[src/rtl/serial_alu_unit.sv]
// serial_alu_unit: digit-serial ALU with valid/ready request and result handshakes
module serial_alu_unit #(
  parameter int WIDTH = 32,
  parameter int DIGIT = 4
) (
  input  logic             clk,
  input  logic             rst_n,
  input  logic             In_Valid,
  output logic             In_Ready,
  input  logic [3:0]       Operation,
  input  logic [WIDTH-1:0] A,
  input  logic [WIDTH-1:0] B,
  output logic             Out_Valid,
  input  logic             Out_Ready,
  output logic [WIDTH-1:0] Result,
  output logic             Zero,
  output logic             Bad_Op
);
  localparam int N  = WIDTH / DIGIT;
  localparam int CW = N > 1 ? $clog2(N) : 1;
  typedef enum logic [1:0] {IDLE, EXEC, DONE} state_t;
  state_t state, state_n;
  logic [3:0]       op_q;
  logic [WIDTH-1:0] a_q, b_q, acc, acc_n, fin;
  logic [CW-1:0]    cnt;
  logic             carry, last, s, v;
  logic             is_and, is_or, is_add, is_sub, is_slt, is_nor, bad;
  logic [DIGIT-1:0] ad, bd, dig;
  logic [DIGIT:0]   sum;
  assign is_and = op_q == 4'b0000;
  assign is_or  = op_q == 4'b0001;
  assign is_add = op_q == 4'b0010;
  assign is_sub = op_q == 4'b0110;
  assign is_slt = op_q == 4'b0111;
  assign is_nor = op_q == 4'b1100;
  assign bad    = !(is_and | is_or | is_add | is_sub | is_slt | is_nor);
  assign last   = cnt == CW'(N - 1);
  // Subtraction is A + ~B with carry-in seeded to 1 at accept time.
  assign ad  = a_q[cnt*DIGIT +: DIGIT];
  assign bd  = b_q[cnt*DIGIT +: DIGIT] ^ {DIGIT{is_sub | is_slt}};
  assign sum = {1'b0, ad} + {1'b0, bd} + {{DIGIT{1'b0}}, carry};
  assign dig = is_and ? ad & bd : is_or ? ad | bd : is_nor ? ~(ad | bd) : sum[DIGIT-1:0];
  always_comb begin
    acc_n = acc;
    acc_n[cnt*DIGIT +: DIGIT] = dig;
  end
  assign s   = acc_n[WIDTH-1];
  assign v   = (a_q[WIDTH-1] != b_q[WIDTH-1]) & (s != a_q[WIDTH-1]);
  assign fin = is_slt ? WIDTH'(s ^ v) : acc_n;
  always_ff @(posedge clk or negedge rst_n)
    if (!rst_n) state <= IDLE;
    else        state <= state_n;
  always_comb begin
    state_n = state;
    case (state)
      IDLE:    state_n = In_Valid ? EXEC : IDLE;
      EXEC:    state_n = last ? DONE : EXEC;
      DONE:    state_n = Out_Ready ? IDLE : DONE;
      default: state_n = IDLE;
    endcase
  end
  always_comb begin
    In_Ready  = state == IDLE;
    Out_Valid = state == DONE;
  end
  always_ff @(posedge clk or negedge rst_n) begin
    if (!rst_n) begin
      op_q   <= '0;
      a_q    <= '0;
      b_q    <= '0;
      acc    <= '0;
      cnt    <= '0;
      carry  <= 1'b0;
      Result <= '0;
      Zero   <= 1'b0;
      Bad_Op <= 1'b0;
    end else if (state == IDLE && In_Valid) begin
      op_q  <= Operation;
      a_q   <= A;
      b_q   <= B;
      acc   <= '0;
      cnt   <= '0;
      carry <= Operation == 4'b0110 || Operation == 4'b0111;
    end else if (state == EXEC) begin
      acc   <= acc_n;
      carry <= sum[DIGIT];
      cnt   <= cnt + 1'b1;
      if (last) begin
        Result <= fin;
        Zero   <= fin == '0;
        Bad_Op <= bad;
      end
    end
  end
endmodule

[config.mk]
export PLATFORM = sky130hd
export DESIGN_NAME = serial_alu_unit
export DESIGN_NICKNAME = d
export VERILOG_FILES = /design/src/rtl/serial_alu_unit.sv
export SDC_FILE = /design/constraint.sdc
export NUM_CORES = 1
export LEC_CHECK = 0
export CAP_MARGIN = 20
export CORE_UTILIZATION = 49
export CTS_CLUSTER_SIZE = 20
export DETAILED_ROUTE_END_ITERATION = 10
export PLACE_DENSITY = 0.87
export RECOVER_POWER = 100
export SLEW_MARGIN = 15
export SYNTH_ARGS = -nofsm -noshare
export SYNTH_HDL_FRONTEND = slang
export SYNTH_SLANG_ARGS = --single-unit
[constraint.sdc]
create_clock -name clk -period 4.5 [get_ports clk]
set_clock_uncertainty 0.2 [all_clocks]
set_input_delay 1.35 -clock clk [delete_from_list [all_inputs] [get_ports clk]]
set_output_delay 1.35 -clock clk [all_outputs]
set_load 0.02 [all_outputs]
==> results of run 1 <==
[placed cells by master, fill, tap and decap left out, drive strengths merged, types with 16 or more instances in the layout]
cell type	n
nor2	16
mux4	16
inv	16
dlygate4sd3	37
dfrtp	140
clkdlybuf4s50	69
o21ai	67
clkbuf	34
nand2	291
nand3	26
[through the flow]
stage	total power, µW	area, µm²
after floorplan	4680	7000
after global placement	5770	8280
after detailed placement	5900	8280
after CTS	7270	8830
after global routing	7730	8820
final	7210	8820
[metal layers]
layer,up-vias,GRT usage (%),part of all wire (%)
met5,-,0,0
met4,0,11.9,2.7
met3,44,5.17,6.1
met2,268,42.8,48
met1,2781,34.7,43
li1,2786,-,-
[power by group through the flow]
stage / sequential (µW) / clock (µW) / combinational, µW
global route: 2190 / 1420 / 4120
finish: 2130 / 1350 / 3730
detailed placement: 2150 / 0 / 3740
CTS: 2130 / 1360 / 3770
global placement: 2130 / 0 / 3640
floorplan: 2130 / 0 / 2550
[flip-flops by register name, indices dropped and copies added (netlist names)]
register	cells
Zero	1
a_q	32
acc	32
b_q	32
state	2
Bad_Op	1
Result	32
cnt	3
carry	1
op_q	4
[cell families (layout without fill, tap and decap cells)]
| family | Yosys count | after routing | synth area share [%] |
|---|---|---|---|
| simple gates | 377 | 377 | 23.1 |
| compound gates | 130 | 130 | 12.0 |
| flops | 140 | 140 | 50.1 |
| xor+xnor | 5 | 5 | 0.626 |
| mux | 30 | 30 | 7.26 |
| fa+ha+maj | 18 | 18 | 3.40 |
| buf+inv | 61 | 177 | 3.56 |
[what timing repair did]
item	4_1_cts	5_1_grt
setup buffers	0	0
endpoints found under the setup margin	0	1
hold buffers	0	0
endpoints found under the hold margin	0	0
gates resized for setup	0	3
[synthesized netlist by cell type (2+ instances only)]
library cell,number
a22o_1,7
and4_1,2
buf_1,2
fa_1,2
mux2i_1,11
nand4_1,2
inv_1,15
ha_1,15
or3_1,2
nand4b_1,2
o31ai_1,8
mux2_2,2
o211ai_1,3
nand2b_1,5
buf_2,7
clkbuf_1,33
a21boi_0,3
a22oi_1,14
a21oi_1,12
nand3_1,26
o21a_1,2
xnor2_1,4
dfrtp_1,140
nand2_1,290
a21o_1,2
and3_1,2
mux4_2,16
and4bb_2,2
o21ai_0,66
nand3b_1,2
nor2_1,16
and2_1,11
a32o_1,3
o221ai_1,2
nor2b_1,5
[area by class of cell]
class / instances / area (µm²) / area share (%)
sequential: 140 / 3500 / 39.7
multi-input combinational: 560 / 3250 / 36.9
timing repair buffer: 130 / 1220 / 13.8
clock buffer: 22 / 464 / 5.26
tap: 180 / 225 / 2.55
clock inverter: 8 / 93.8 / 1.06
inverter: 17 / 63.8 / 0.723
[worst max-delay path, stage by stage (launching register included)]
cell and delay (ps):
dfrtp_1 340, buf_4 170, mux4_2 510, mux2i_1 200, xnor2_1 120, inv_1 100, fa_1 190, inv_1 60
fa_1 410, xor2_1 180, mux2_4 270, o221ai_1 220, o2111ai_1 160, a211oi_2 280, nand3b_1 120, a2111oi_1 480
a32o_1 230
[path summary, 6_finish.rpt]
kind	startpoint	to	slack [ps]	cells past startpoint
worst max-delay path	cnt[0]	Zero	220	16
worst min-delay path	a_q[14]	a_q[14]	270	2
worst max register to register	cnt[0]	Zero	220	16
worst min register to register	a_q[14]	a_q[14]	270	2
max in group asynchronous	rst_n	b_q[26]	680	3
min in group asynchronous	rst_n	acc[20]	1670	1
==> results.md, run 1 <==
* Status: complete, but fails checks
* Failing checks: capacitance limit, slew limit
* Post-DRT Antenna Nets at 0
* Root buf cell: clkbuf_16
* Synth unique cells at 60
* Cells after Synth at 761
* P&R area growth vs syn at 26.1%
* Fillers at 1155
* NumNets Final at 955
* Mapped Area at 7000 µm²
* Synth area leader: dfrtp_1
* Layout cell share with drive strength beyond 1 at 8.21%
* Setup TNS at 0 ps
* Finish-stage setup viols at 0
* Avg WL per Cell at 16.8 µm
* Fin Hold WS at 268 ps
* Via Count at 5879
* CTS Buffer Depth at 2
* Net Count, Synth at 850
* Dominant synthesized flop cell: dfrtp_1
* Worst-margin pin slew at 2600 ps
* P_sw at 3110 µW
* H-tree depth at 4
* Sw Share at 43.1%
* Worst min path class: flip-flop to flip-flop
* Clk_lat worst skew at 430 ps
* Overall global routing resource usage at 26.6%
* Vias in the first global route at 5850
* Top area cells in the synthesized netlist: dfrtp_1 50%, nand2_1 16%, mux4_2 5.2%, o21ai_0 4.7%, ha_1 2.7%
* Clock sink count at 140
* Fin worst setup slack at 216 ps
* Slew margin rel. at -73.0%
* Die Span X at 121 µm
* Height of the die at 121 µm
* Synth Area per Inst at 9.19 µm²
* Final Non-Filler Cells at 1057
* Clock network power share at 18.7%
* Row count at 43
* Clock transition at the registers of the reported paths at 60 ps
* # DRC at 0
* Gr ovfl total at 0
* PortBufs at 107
* Fraction of registers with async set/reset at 100%
* RSZ-0062 raised after global routing: false
* Final Hold Viols at 0
* CTS tree: yes
* Pin count of the biggest net entering global routing at 119
* Combinational power share at 51.7%
* Tmin final at 4280 ps
* Arrival @ worst endpoint at 4450 ps
* Dpl hpwl at 12600 µm
* Die Area at 14800 µm²
* Initial antenna violation count at 0
* Final Core Density at 63.6%
* Initial core utilization at 50.4%
* F_max at 0.233 GHz
* CP Max Fanout at 6
* Final period utilization at 95.2%
* FF+latch count, synth at 140
* Total core area at 13900 µm²
* Synth Warn # at 0
* Kind of critical path: flip-flop to flip-flop
* Maxcap violations at 1
* Register area share after synthesis at 50.1%
* CTS Buf Count at 17
* Seq pwr share at 29.6%
* Lkg Pwr at 0.00421 µW
* Iteration-0 DRC Markers at 418
* Placed Cells incl. Taps at 1026
* Top-area cell type share of the netlist area at 50.1%
* EDFF count, synth at 0
* Vias per cell at 5.56
* Power Dens Cells at 817 nW/µm²
* Aggregate routed wire length at 17800 µm
* Worst setup SP type: flip-flop
* First-pass detailed-route iteration total at 5
* Internal power at 4100 µW
* First-pass GRT wire length at 29600 µm
* Critical Path RT at 4670 ps
* Max-slew violation count at 58
* IR drop worst, VDD at 431 µV
* GP Congestion at 0.941
* Worst slack at placement at 169 ps
* Antenna diodes at 0
* Boundary Pins at 108
* Kind of end point of the critical path: flip-flop
No activity file was read; power rests on OpenSTA's default activity.
==> run 2, diff against run 1 <==
Settings changed: CELL_PAD_IN_SITES_DETAIL_PLACEMENT from default to 1, CELL_PAD_IN_SITES_GLOBAL_PLACEMENT from default to 2, CORE_UTILIZATION 49 to 30, PLACE_DENSITY 0.87 to 0.86.
==> run 2 against run 1 <==
The flow still finishes with violations (capacitance limit, slew limit). Total power grew 3.3%. Via count shrank 2.1%. Hold slack gained 7.7 ps. Global-route usage shrank 8.4 points. Critical endpoint unchanged.
==> results.md, run 2 (synthesis results as in run 1) <==
* Crit. Startpoint: cnt[0]
* Via Count at 5755 (-2.1%)
* WP depth at 16 (unchanged)
* Slew margin rel. at -62.3% (+11 points)
* FF-to-FF End: Zero
* Worst path max stage delay at 490 ps (-20 ps)
* Slack of the worst reg-to-reg path at 210 ps (about the same)
* Lkg Pwr at 0.00424 µW (+0.69%)
* Fillers at 2602 (+130%)
* Overall global routing resource usage at 18.2% (-8.4 points)
* Commonest non-fill, non-tap cell in the layout: nand2_1
* Tmin final at 4290 ps (+11.1 ps)
* Die Span X at 155 µm (+27%)
* Initial core utilization at 30.7% (-20 points)
* Iteration-0 DRC Markers at 326 (-22%)
* Clock transition at the registers of the reported paths at 70 ps (about the same)
* Fin worst setup slack at 205 ps (-11.1 ps)
* Row count at 55 (+28%)
* P&R area growth vs syn at 30.0%
* Worst Setup EP: Zero
* Most common cell on crit path: fa_1
* Final Hold Viols at 0 (unchanged)
* # DRC at 0 (unchanged)
* Avg WL per Cell at 16.9 µm (+0.34%)
* H-tree depth at 4 (unchanged)
* Worst-margin pin slew at 2430 ps (-160 ps)
* Failing checks: capacitance limit, slew limit
* CP top delay family: compound AO/OA/AOI/OAI gates
* First-pass GRT wire length at 33500 µm (+13%)
* IR drop worst, VDD at 339 µV (-21%)
* Kind of end point of the critical path: flip-flop
* Initial antenna violation count at 0 (unchanged)
* Aggregate routed wire length at 20200 µm (+14%)
* Pin count of the biggest net entering global routing at 61 (-49%)
* Status: complete, but fails checks
* Layout cell share with drive strength beyond 1 at 10.1% (+1.9 points)
* Storage element area at 3500 µm² (unchanged)
* Worst min path class: flip-flop to flip-flop
* Vias in the first global route at 6234 (+6.6%)
* F_max at 0.233 GHz (-0.26%)
* GP Congestion at 0.914 (-2.8%)
* Crit path buffers/inverters at 3 (unchanged)
* Boundary Pins at 108 (unchanged)
* Power Dens Cells at 819 nW/µm² (+0.24%)
* Worst slack at placement at 116 ps (-52.8 ps)
* Critical Path RT at 4670 ps (about the same)
* Kind of critical path: flip-flop to flip-flop
* First-pass detailed-route iteration total at 4 (-1)
* R2R cell count at 16 (unchanged)
* Final Core Density at 39.9% (-24 points)
* CP max-delay cell: mux4_2
* Clk_lat worst skew at 430 ps (about the same)
* Height of the die at 155 µm (+27%)
* Dpl hpwl at 14600 µm (+16%)
* Worst setup SP type: flip-flop
* CP Cell Sequence: buf_12 > buf_4 > mux4_2 > nand2_1 > and2_1 > fa_1 > inv_1 > fa_1 > xor2_1 > mux2_4 > o21a_2 > a22o_4 > a2111oi_4 > nand4_1 > o31ai_2 > a32o_1
* Maxcap violations at 3 (+2)
* Die Area at 23900 µm² (+62%)
* Multi-input logic area at 3270 µm² (+0.42%)
* Final period utilization at 95.4% (+0.25 points)
* PortBufs at 107 (unchanged)
* Commonest non-fill, non-tap cells in the layout: 289 x nand2_1, 140 x dfrtp_1, 69 x clkdlybuf4s50_1, 66 x o21ai_0, 37 x dlygate4sd3_1
* Root buf cell: clkbuf_16
* Clock sink count at 140 (unchanged)
* Fin Hold WS at 276 ps (+7.73 ps)
* Vias per cell at 4.81 (-13%)
* Finish-stage setup viols at 0 (unchanged)
* CTS tree: yes
* Post-DRT Antenna Nets at 0 (unchanged)
* CTS Buf Count at 17 (unchanged)
* Gr ovfl total at 0 (unchanged)
* Max-slew violation count at 114 (+97%)
* CP Max Fanout at 10 (+4)
* Reg2Reg Launch Point: cnt[0]
* Total core area at 22800 µm² (+64%)
* CTS Buffer Depth at 2 (unchanged)
* NumNets Final at 959 (+0.42%)
* Antenna diodes at 0 (unchanged)
* Arrival @ worst endpoint at 4460 ps (about the same)
## run 2: worst reg2reg max path, cell delays in order, from the launching register on
cell and delay (ps):
dfrtp_1 400, buf_12 150, buf_4 110, mux4_2 490, nand2_1 80, and2_1 200, fa_1 220, inv_1 60
fa_1 410, xor2_1 180, mux2_4 280, o21a_2 290, a22o_4 270, a2111oi_4 310, nand4_1 140, o31ai_2 250
a32o_1 190
## run 2: stage by stage
| stage | cell area (µm²) | setup TNS [ps] | total power [µW] | std cells |
|---|---|---|---|---|
| floorplan | 7000 | 0 | 4680 | 761 |
| global placement | 8460 | 0 | 5880 | 1158 |
| detailed placement | 8460 | 0 | 6000 | 1158 |
| CTS | 9060 | 0 | 7500 | 1190 |
| global route | 9090 | -15.1 | 8020 | 1196 |
| finish | 9090 | 0 | 7450 | 1196 |
## run 2: how the worst min path moves through the flow
stage,cells past startpoint,start,to
global route,2,b_q[15],b_q[15]
floorplan,2,a_q[10],a_q[10]
detailed placement,2,a_q[8],a_q[8]
global placement,2,a_q[4],a_q[4]
finish,2,Result[6],Result[6]
CTS,2,b_q[15],b_q[15]
## run 2: layer usage
metal	global-route usage [%]	vias up	share of wire [%]
met5	0	-	0
met4	7.02	0	2.1
met3	3.50	30	4.2
met2	30.2	140	48
met1	23.3	2784	46
li1	-	2801	-
## run 2: final cells by class
type                       instances  share of cell area (%)
tap                              313                    4.31
sequential                       140                    38.5
clock inverter                    14                    1.75
inverter                          17                   0.702
timing repair buffer             134                    14.0
multi-input combinational        560                    35.9
clock buffer                      18                    4.83
## run 2: repair_timing
item / in CTS / in global routing
setup endpoints to repair: 0 / 1
buffers inserted: 0 / 6
resized for setup: 0 / 5
hold buffers: 0 / 0
## run 2: power breakdown
part / leakage, µW / switching, µW / internal (µW)
sequential: 0.00183 / 354 / 1770
combinational: 0.00214 / 2310 / 1580
clock: 0.000276 / 599 / 839
==> run 3, diff against run 2 <==
Settings changed: PLACE_DENSITY 0.86 to default, PLACE_DENSITY_LB_ADDON from default to 0.1.
==> run 3 against run 2 <==
The run still ends with capacitance limit, slew limit left. Core utilization hardly changed. Final area hardly changed. Via count is 1.2% higher. Combinational power is 4% higher. Total power is 1.3% higher. Flip-flop and latch count stayed put. Non-clock buffer count is 1 higher. Wire length is 6.8% higher. Hold slack worse by 7.9 ps. Worst setup slack worse by 5.2 ps. Clock power is 3% lower. Maximum frequency is 0.12% lower.
==> results.md, run 3 (synthesis results as in run 1) <==
* Vias per cell at 4.87 (+1.2%)
* # DRC at 0 (unchanged)
* Failing checks: capacitance limit, slew limit
* Critical Path RT at 4660 ps (about the same)
* Pin count of the biggest net entering global routing at 87 (+43%)
* Worst setup SP type: flip-flop
* GP Congestion at 0.866 (-5.2%)
* Reg2Reg Launch Point: cnt[0]
* Initial core utilization at 30.7% (unchanged)
* Lkg Pwr at 0.00425 µW (+0.35%)
* NumNets Final at 960 (+0.10%)
* CTS Buffer Depth at 2 (unchanged)
* Clock transition at the registers of the reported paths at 60 ps (about the same)
* Die Area at 23900 µm² (unchanged)
* P&R area growth vs syn at 29.9% (about the same)
* Height of the die at 155 µm (unchanged)
* Crit. Startpoint: cnt[0]
* Slew margin rel. at -33.0% (+29 points)
* Gr ovfl total at 0 (unchanged)
* Post-DRT Antenna Nets at 0 (unchanged)
* Final Hold Viols at 0 (unchanged)
* DP Area at 8460 µm² (unchanged)
* Tmin final at 4300 ps (+5.16 ps)
* Root buf cell: clkbuf_16
* Total core area at 22800 µm² (unchanged)
* Fillers at 2624 (+0.85%)
* Arrival @ worst endpoint at 4460 ps (about the same)
* CP Max Fanout at 11 (+1)
* Kind of end point of the critical path: flip-flop
* Final period utilization at 95.6% (+0.11 points)
* Worst-margin pin slew at 1990 ps (-441 ps)
* Worst min path class: flip-flop to flip-flop
* Hold Crit Start: Result[26]
* Commonest non-fill, non-tap cell in the layout: nand2_1
* Dpl hpwl at 15900 µm (+9.4%)
* Total power at 7550 µW (+1.3%)
* Layout cell share with drive strength beyond 1 at 10.8% (+0.68 points)
* Power Dens Cells at 831 nW/µm² (+1.4%)
* Commonest non-fill, non-tap cells in the layout: 290 x nand2_1, 140 x dfrtp_1, 69 x clkdlybuf4s50_1, 66 x o21ai_0, 37 x dlygate4sd3_1
* Antenna diodes at 0 (unchanged)
* Post-Layout Inst Area at 9080 µm² (about the same)
* Die Span X at 155 µm (unchanged)
* Final Core Density at 39.9% (about the same)
* Finish-stage setup viols at 0 (unchanged)
* Max-slew violation count at 162 (+42%)
* H-tree depth at 4 (unchanged)
* Fin worst setup slack at 200 ps (-5.16 ps)
* First-pass GRT wire length at 34800 µm (+4.1%)
* F_max at 0.233 GHz (-0.12%)
* First-pass detailed-route iteration total at 4 (unchanged)
* Boundary Pins at 108 (unchanged)
* Iteration-0 DRC Markers at 231 (-29%)
* Via Count at 5826 (+1.2%)
* CTS Buf Count at 17 (unchanged)
* Worst slack at placement at -30.0 ps (-146 ps)
* Vias in the first global route at 6308 (+1.2%)
* Maxcap violations at 2 (-1)
* IR drop worst, VDD at 425 µV (+25%)
* PortBufs at 107 (unchanged)
* Row count at 55 (unchanged)
* Clock sink count at 140 (unchanged)
* Multi-input logic area at 3280 µm² (+0.31%)
* Initial antenna violation count at 0 (unchanged)
* Aggregate routed wire length at 21600 µm (+6.8%)
* Overall global routing resource usage at 19.0% (+0.81 points)
* Storage element area at 3500 µm² (unchanged)
* Kind of critical path: flip-flop to flip-flop
* Clk_lat worst skew at 420 ps (about the same)
* Fin Hold WS at 268 ps (-7.87 ps)
* CTS tree: yes
* Status: complete, but fails checks
* Avg WL per Cell at 18.0 µm (+6.8%)
run 3: area by class of cell:
class                           instances  area share (%)
Multi-Input combinational cell        560            36.1
Clock inverter                         11            1.32
Clock buffer                           20            5.03
Inverter                               17           0.702
Sequential cell                       140            38.6
Tap cell                              313            4.31
Timing Repair Buffer                  135            14.0
run 3: repair_timing:
action | in CTS | in global routing
hold buffers | 0 | 0
buffers inserted | 0 | 7
endpoints found under the setup margin | 1 | 1
resized for setup | 1 | 7
pin swaps | 0 | 1
run 3: report_power, final:
group          switching (µW)  internal, µW
Clock                     556           839
Sequential                360          1770
Combinational            2390          1630
Total                    3310          4240
run 3: layer usage:
metal / track usage, % / part of all wire, % / wire length [µm] / vias to the layer above
li1: - / - / - / 2788
met1: 23.5 / 44 / 9550 / 2899
met2: 33.6 / 52 / 11200 / 111
met3: 2.58 / 2.3 / 497 / 28
met4: 6.84 / 1.7 / 361 / 0
met5: 0 / 0 / 0 / -
run 3: final timing paths:
check / endpoint / slack [ps] / cells after the start
min: Result[26] / 270 / 2
max: Zero / 200 / 16
min in group asynchronous: Result[12] / 1260 / 1
max in group asynchronous: a_q[0] / 660 / 2
max reg2reg: Zero / 200 / 16
min reg2reg: Result[26] / 270 / 2
run 3: critical path, cell delays in order (launching register included):
cell and delay, ps:
dfrtp_1 400, buf_12 160, mux4_2 510, mux2i_1 190
xnor2_1 170, inv_1 110, fa_1 390, inv_1 90
fa_2 220, xor2_1 80, mux2_4 270, o21a_2 280
a22o_4 260, a2111oi_4 310, nand4_1 160, o31ai_2 240
a32o_1 200
run 3: through the flow:
stage	TNS, ps	instances
5_1_grt	-4.92	1196
2_1_floorplan	0	761
3_3_place_gp	0	1158
6_report	0	1196
3_5_place_dp	-30.0	1158
4_1_cts	0	1189
